### src/rtl/bus_arbiter_16_pkg.sv
// Shared definitions for the 16-way round-robin bus arbiter.
// Holds the request/index widths, the FSM state encodings, the registered
// output bundle and a one-hot helper. Imported by the interface, the
// priority picker and the top level.
package bus_arbiter_16_pkg;

  localparam int unsigned ARB_NREQ = 16;
  localparam int unsigned ARB_IDXW = 4;

  // FSM encodings kept as plain constants for compatibility with older blocks
  localparam logic [1:0] ARB_IDLE = 2'd0;
  localparam logic [1:0] ARB_BUSY = 2'd1;
  localparam logic [1:0] ARB_GAP  = 2'd2;

  typedef logic [ARB_NREQ-1:0] reqVec_t;
  typedef logic [ARB_IDXW-1:0] idx_t;

  // Registered outputs of the arbiter, moved as one bundle
  typedef struct packed {
    reqVec_t grant;
    idx_t    sel;
    logic    busy;
    logic    timeout;
  } arbOut_t;

  // One-hot vector with bit idx set
  function automatic reqVec_t idxToOneHot(input idx_t idx);
    return ARB_NREQ'(1) << idx;
  endfunction

endpackage

### src/rtl/bus_arbiter_16_if.sv
// Request/grant bundle between the requesters and the bus arbiter.
//   req        requester i wants (or keeps) the bus
//   s3..s0     mux select lines, {s3,s2,s1,s0} = owner index
//   grant      one-hot ownership vector
//   bus_busy   1 while any grant is active
//   timeout    one-cycle pulse on a forced release
// Modports: master = arbiter side (drives select/grant), slave = requester side.
interface bus_arbiter_16_if;
  import bus_arbiter_16_pkg::*;

  reqVec_t req;
  logic    s3;
  logic    s2;
  logic    s1;
  logic    s0;
  reqVec_t grant;
  logic    bus_busy;
  logic    timeout;

  modport master (
    input  req,
    output s3, s2, s1, s0, grant, bus_busy, timeout
  );

  modport slave (
    output req,
    input  s3, s2, s1, s0, grant, bus_busy, timeout
  );

endinterface

### src/rtl/bus_arbiter_16_rr_pick16.sv
// Rotating-priority search over 16 request lines.
// Ports:
//   req   in  16  request vector
//   last  in  4   index of the previous owner (lowest priority this round)
//   win   out 4   first requesting index scanning upward from last+1 with wrap
//   any   out 1   at least one request is active (win is meaningful only then)
// Purely combinational; the previous owner is reached last, so it wins again
// only when nobody else is requesting.
module bus_arbiter_16_rr_pick16
  import bus_arbiter_16_pkg::*;
(
  input  reqVec_t req,
  input  idx_t    last,
  output idx_t    win,
  output logic    any
);

  idx_t candIdx;
  logic found;

  // Scan offsets 1..16; 4-bit addition supplies the 15 -> 0 wrap for free
  always_comb begin
    win     = '0;
    found   = 1'b0;
    candIdx = '0;
    for (int k = 1; k <= int'(ARB_NREQ); k++) begin
      candIdx = last + ARB_IDXW'(k);
      if (!found && req[candIdx]) begin
        win   = candIdx;
        found = 1'b1;
      end
    end
  end

  assign any = |req;

endmodule

### src/rtl/bus_arbiter_16.sv
// Round-robin arbiter and sequencer for the 16:1 19-bit CPU bus mux.
// Grants the bus to one requester at a time, drives the mux select lines and
// a one-hot grant, and inserts one dead turnaround cycle between owners.
// Ports:
//   clk    in  system clock, rising edge
//   rst_n  in  asynchronous active-low reset
//   bus    bus_arbiter_16_if.master (req in; s3..s0, grant, bus_busy, timeout out)
// Parameters:
//   MAX_HOLD  max consecutive BUSY cycles per grant when the timeout is built in (2..255)
//   CNT_W     hold-counter width, must hold MAX_HOLD-1
// Optional feature: define BUS_ARB_TIMEOUT_EN to force release of an owner
// that holds the bus for MAX_HOLD cycles; otherwise timeout stays 0 and an
// owner may hold the bus indefinitely.
module bus_arbiter_16
  import bus_arbiter_16_pkg::*;
#(
  parameter int unsigned MAX_HOLD = 64,
  parameter int unsigned CNT_W    = 8
)(
  input  logic              clk,
  input  logic              rst_n,
  bus_arbiter_16_if.master  bus
);

  localparam logic [CNT_W-1:0] HoldSat = '1;

  // Elaboration-time parameter sanity
  if (MAX_HOLD < 2 || MAX_HOLD > 255) begin : gBadMaxHold
    $error("bus_arbiter_16: MAX_HOLD must be within 2..255");
  end
  if (((MAX_HOLD - 1) >> CNT_W) != 0) begin : gBadCntW
    $error("bus_arbiter_16: CNT_W too narrow for MAX_HOLD-1");
  end

`ifdef BUS_ARB_TIMEOUT_EN
  localparam logic [CNT_W-1:0] HoldLimit = CNT_W'(MAX_HOLD - 1);
`endif

  logic [1:0]       state;
  logic [1:0]       stateNxt;
  arbOut_t          outR;
  arbOut_t          outNxt;
  idx_t             lastR;
  idx_t             lastNxt;
  logic [CNT_W-1:0] holdCnt;
  logic [CNT_W-1:0] holdNxt;
  idx_t             win;
  logic             anyReq;
  logic             ownerReq;

  bus_arbiter_16_rr_pick16 uPick (
    .req  (bus.req),
    .last (lastR),
    .win  (win),
    .any  (anyReq)
  );

  // Current owner is still asking for the bus
  assign ownerReq = bus.req[outR.sel];

  // State and output registers
  always_ff @(posedge clk or negedge rst_n) begin
    if (!rst_n) begin
      state   <= ARB_IDLE;
      outR    <= '0;
      lastR   <= 4'hF;
      holdCnt <= '0;
    end else begin
      state   <= stateNxt;
      outR    <= outNxt;
      lastR   <= lastNxt;
      holdCnt <= holdNxt;
    end
  end

  // Next state and next registered outputs
  always_comb begin
    stateNxt       = state;
    outNxt         = outR;
    outNxt.timeout = 1'b0;
    lastNxt        = lastR;
    holdNxt        = holdCnt;

    case (state)
      // IDLE and GAP both arbitrate; sel only moves when a grant is issued
      ARB_IDLE, ARB_GAP: begin
        if (anyReq) begin
          stateNxt     = ARB_BUSY;
          outNxt.grant = idxToOneHot(win);
          outNxt.sel   = win;
          outNxt.busy  = 1'b1;
          lastNxt      = win;
          holdNxt      = '0;
        end else begin
          stateNxt     = ARB_IDLE;
          outNxt.grant = '0;
          outNxt.busy  = 1'b0;
        end
      end

      // Owner keeps the bus until it drops req; other requests are ignored
      ARB_BUSY: begin
        if (!ownerReq) begin
          stateNxt     = ARB_GAP;
          outNxt.grant = '0;
          outNxt.busy  = 1'b0;
        end
`ifdef BUS_ARB_TIMEOUT_EN
        else if (holdCnt == HoldLimit) begin
          stateNxt       = ARB_GAP;
          outNxt.grant   = '0;
          outNxt.busy    = 1'b0;
          outNxt.timeout = 1'b1;
        end
`endif
        else if (holdCnt != HoldSat) begin
          holdNxt = holdCnt + CNT_W'(1);
        end
      end

      default: begin
        stateNxt     = ARB_IDLE;
        outNxt.grant = '0;
        outNxt.busy  = 1'b0;
      end
    endcase
  end

  assign bus.grant                        = outR.grant;
  assign {bus.s3, bus.s2, bus.s1, bus.s0} = outR.sel;
  assign bus.bus_busy                     = outR.busy;
  assign bus.timeout                      = outR.timeout;

endmodule
### src/flat_wrapper.sv
// flat-port wrapper written by rule: the top's interface ports become plain ports
module bus_arbiter_16_flat import bus_arbiter_16_pkg::*;
#(
  parameter int unsigned MAX_HOLD = 64,
  parameter int unsigned CNT_W    = 8
)
  (clk, rst_n, bus_req, bus_s3, bus_s2, bus_s1, bus_s0, bus_grant, bus_bus_busy, bus_timeout);
  bus_arbiter_16_if bus_i ();
  input  logic clk;
  input  logic rst_n;
  input wire logic [$bits(bus_i.req)-1:0] bus_req;
  output wire logic [$bits(bus_i.s3)-1:0] bus_s3;
  output wire logic [$bits(bus_i.s2)-1:0] bus_s2;
  output wire logic [$bits(bus_i.s1)-1:0] bus_s1;
  output wire logic [$bits(bus_i.s0)-1:0] bus_s0;
  output wire logic [$bits(bus_i.grant)-1:0] bus_grant;
  output wire logic [$bits(bus_i.bus_busy)-1:0] bus_bus_busy;
  output wire logic [$bits(bus_i.timeout)-1:0] bus_timeout;
  assign bus_i.req = bus_req;
  assign bus_s3 = bus_i.s3;
  assign bus_s2 = bus_i.s2;
  assign bus_s1 = bus_i.s1;
  assign bus_s0 = bus_i.s0;
  assign bus_grant = bus_i.grant;
  assign bus_bus_busy = bus_i.bus_busy;
  assign bus_timeout = bus_i.timeout;
  bus_arbiter_16 #(.MAX_HOLD(MAX_HOLD), .CNT_W(CNT_W)) u_core (.clk(clk), .rst_n(rst_n), .bus(bus_i));
endmodule
### config.mk
export PLATFORM = sky130hd
export DESIGN_NAME = bus_arbiter_16_flat
export DESIGN_NICKNAME = d
export VERILOG_FILES = /design/src/rtl/bus_arbiter_16_pkg.sv /design/src/rtl/bus_arbiter_16_if.sv /design/src/rtl/bus_arbiter_16_rr_pick16.sv /design/src/rtl/bus_arbiter_16.sv /design/src/flat_wrapper.sv
export SDC_FILE = /design/constraint.sdc
export NUM_CORES = 1
export LEC_CHECK = 0
export ABC_AREA = 1
export CAP_MARGIN = 20
export CORE_MARGIN = 2
export CORE_UTILIZATION = 50
export DETAILED_ROUTE_END_ITERATION = 8
export GPL_TIMING_DRIVEN = 0
export MAX_ROUTING_LAYER = met4
export PLACE_DENSITY = 0.79
export SLEW_MARGIN = 20
export SYNTH_ARGS = -nofsm -noshare
export SYNTH_HDL_FRONTEND = slang
export SYNTH_HIERARCHICAL = 1
export SYNTH_SLANG_ARGS = --single-unit
### constraint.sdc
create_clock -name clk -period 4.63 [get_ports clk]
set_clock_uncertainty 0.1 [all_clocks]
set_input_delay 0.6945 -clock clk [delete_from_list [all_inputs] [get_ports clk]]
set_output_delay 0.6945 -clock clk [all_outputs]
set_load 0.02 [all_outputs]
==> results.toml, run 1 <==
[setup_path]
cp-endpoint = "u_core/bus.grant[15]"
cp_max_fo = 13
critical_path.top_delay_family = "simple AND/OR/NAND/NOR gates"
cp.arrival_ps = 4380
cpMaxStageDelayCell = "dfstp_2"
worst-path-buf-inv = 6
timing.rr.start = "u_core/lastR[1]"
rr_worst_depth = 23
cp_common_cell = "nand2_1"
slowest_delay_ps = 590
worstReg2RegEnd = "u_core/bus.grant[15]"
worst-path-stages = 23
r2r_slack_ps = 350
crit_required_ps = 4730
cp-end-kind = "flop"
path_cells = "inv_1, buf_2, ha_1, buf_4, inv_2, buf_4, nand3_1, o21a_1, nand2_1, nand3_1, nand2_2, nand4_4, nor2_4, nand4_4, nor3_4, nand3_2, nor2_2, nand2_1, nand4_1, inv_1, nor3_2, nand2_1, nand2_1"
path_class = "reg -> reg"
worstSetupStartpointType = "flop"
cp-startpoint = "u_core/lastR[1]"

[route]
drc_errors = 0
final_antenna_net_count = 0
dr_wl_met3_um = 604
highest_layer = "met4"
wl_per_cell_um = 14.19
vias = 3660
totalWireLength_mm = 9.294
route.met2.wl_mm = 4.244
via_per_inst = 5.588
dr.pass1.iters = 5
drt_iter0_drc = 294
drt-met1-wl_mm = 4.151

[die]
start_util_pct = 50.90
ios = 40
num_rows = 29
die_y_um = 83.71
dieArea_sq_um = 7007
fp.dieW_um = 83.71
core_region_area_sq_um = 6241

[status]
status = "finished clean"

[clocking]
cts_buffers = 3
cts_root_buf = "clkbuf_8"
clkLatencyLatePin_ps = 270
clockBufferDepth = 2
path_clk_slew_ps = 90
htreeDepth = 1
cts_sinks = 26
tritoncts = "built"
cts_hold_buf = 0

[grt]
grtUsageTotal_pct = 26.20
overflow = 0
antenna_found_initial = 0
grt_start_max_net_pins = 27
grt_pass1_vias = 3363
grt_pass1_wl_mm = 15.06

[finish]
nFillCells = 582
areaGrowthSynthToFinish_pct = 20.36
final_cell_mix = "179 x nand2_1, 110 x nand3_1, 59 x inv_1"
fin_nets = 605
drive_gt1_share_pct = 14.01
multi_input_area_sq_um = 2196
ff_latch_area_sq_um = 655.6
final_util_pct = 61.27
n_antenna_cell = 0
layout_commonest_cell = "nand2_1"

[synth]
synthArstFlopShare_pct = 100.0
synth_ff_type = "dfrtp_1"
ys_ff_latch = 26
ys_types = 38
syn_inst = 525
avgSynthCellArea_sq_um = 6.051
synth_area_leaders = "nand2_1 21%, dfrtp_1 17%, nand3_1 17%"
synth.largest_area_cell = "nand2_1"
synth_seq_area_share_pct = 20.64
ys_warn_count = 6
syn_nets = 551
synth_top_cell_area_share_pct = 21.39
synth_area_sq_um = 3177
synth_enable_flop_cells = 0

[sta]
rsz0062_at_grt = "no"
slew_headroom_pct = 48.90
tns_ps = 0
tightest_slew_ps = 758.5
fin_crit_sh_pct = 92.37
fmax_mhz = 233.8
timing_hold_violations_final = 0
whs_ps = 307.3
min_period_ps = 4277
slew_violations = 0
setup_violations = 0

[placement]
port_buffers = 38
gp_routability_congestion = 0.9415
dp.final_hpwl_mm = 7.157

[hold_path]
min_path_type = "in -> async"

[run]
cap_violations = 0
## cells in the mapped netlist (3+ instances only)
cell and count:
xor2_1 4, o21a_1 3, o21ai_0 6, nor2_1 32, buf_6 3, a21oi_1 9
ha_1 8, dfstp_2 4, nand4_1 14, nand3_1 110, nand3_2 14, nor3_1 10
buf_2 4, nor4_1 4, nand2_1 181, inv_1 59, dfrtp_1 22, buf_4 5
nand2_2 6, inv_2 5
## cells by family (layout without fill, tap and decap cells)
logic type	after synthesis	in the layout	share of synthesized area [%]
xor+xnor	7	7	2.757
other cells	1	1	0.1180
simple gates	383	383	58.05
flops	26	26	20.64
fa+ha+maj	8	8	3.151
compound gates	22	22	3.860
buf+inv	78	131	11.42
## metrics by stage
step                      cell area (sq um)  instances  setup slack (ps)
after global placement                 3654        640             250.5
after floorplan                        3177        525             855.0
after CTS                              3704        644             147.9
after global routing                   3824        655             35.31
after detailed placement               3649        640             172.8
final                                  3824        655             353.3
## worst min path at each step
stage / start / end / slack [ps] / cells after the start
floorplan: rst_n / u_core/bus.bus_busy / 300 / 0
global placement: u_core/state[1] / u_core/state[1] / 330 / 1
detailed placement: u_core/state[1] / u_core/state[1] / 340 / 1
CTS: rst_n / u_core/bus.grant[11] / 320 / 1
global route: rst_n / u_core/bus.grant[11] / 340 / 1
finish: rst_n / u_core/bus.grant[11] / 310 / 1
## cell type report
cell class | instances | share of cell area [%]
multi-input combinational | 421 | 57.43
inverter | 65 | 6.577
sequential | 26 | 17.15
clock buffer | 4 | 1.440
buffer | 13 | 2.912
timing repair buffer | 49 | 11.98
tap | 77 | 2.520
## layer usage
layer / global-route usage [%] / vias up
li1: - / 1815
met1: 34.80 / 1647
met2: 42.84 / 173
met3: 1.780 / 25
met4: 8.504 / 0
met5: - / -
## flip-flops by register name, indices dropped and copies added, names as in the netlist
register,cells
u_core/bus.s0,1
u_core/bus.s2,1
u_core/lastR,4
u_core/state,1
u_core/bus.grant,16
u_core/bus.bus_busy,1
u_core/bus.s1,1
u_core/bus.s3,1
## timing repair
action	4_1_cts	5_1_grt
hold endpoints to repair	0	0
setup buffers	0	11
gates resized for setup	0	10
endpoints found under the setup margin	0	18
Power of run 1 is left out: the tool's default activity adds up to more than one toggle a clock period on the data nets, which glitch-free logic cannot reach.
==> inputs of run 2 (changes only) <==
Settings changed: TNS_END_PERCENT from default to 50.
==> results of run 2 <==
Final layout, timing and power as in run 1 (identical DEF).
Power of run 2 is left out for the same reason.
==> inputs of run 3 (changes only) <==
Settings changed: SLEW_MARGIN 20 to 25.
==> results of run 3 <==
Final layout, timing and power as in run 1 (identical DEF).
Power of run 3 is left out for the same reason.
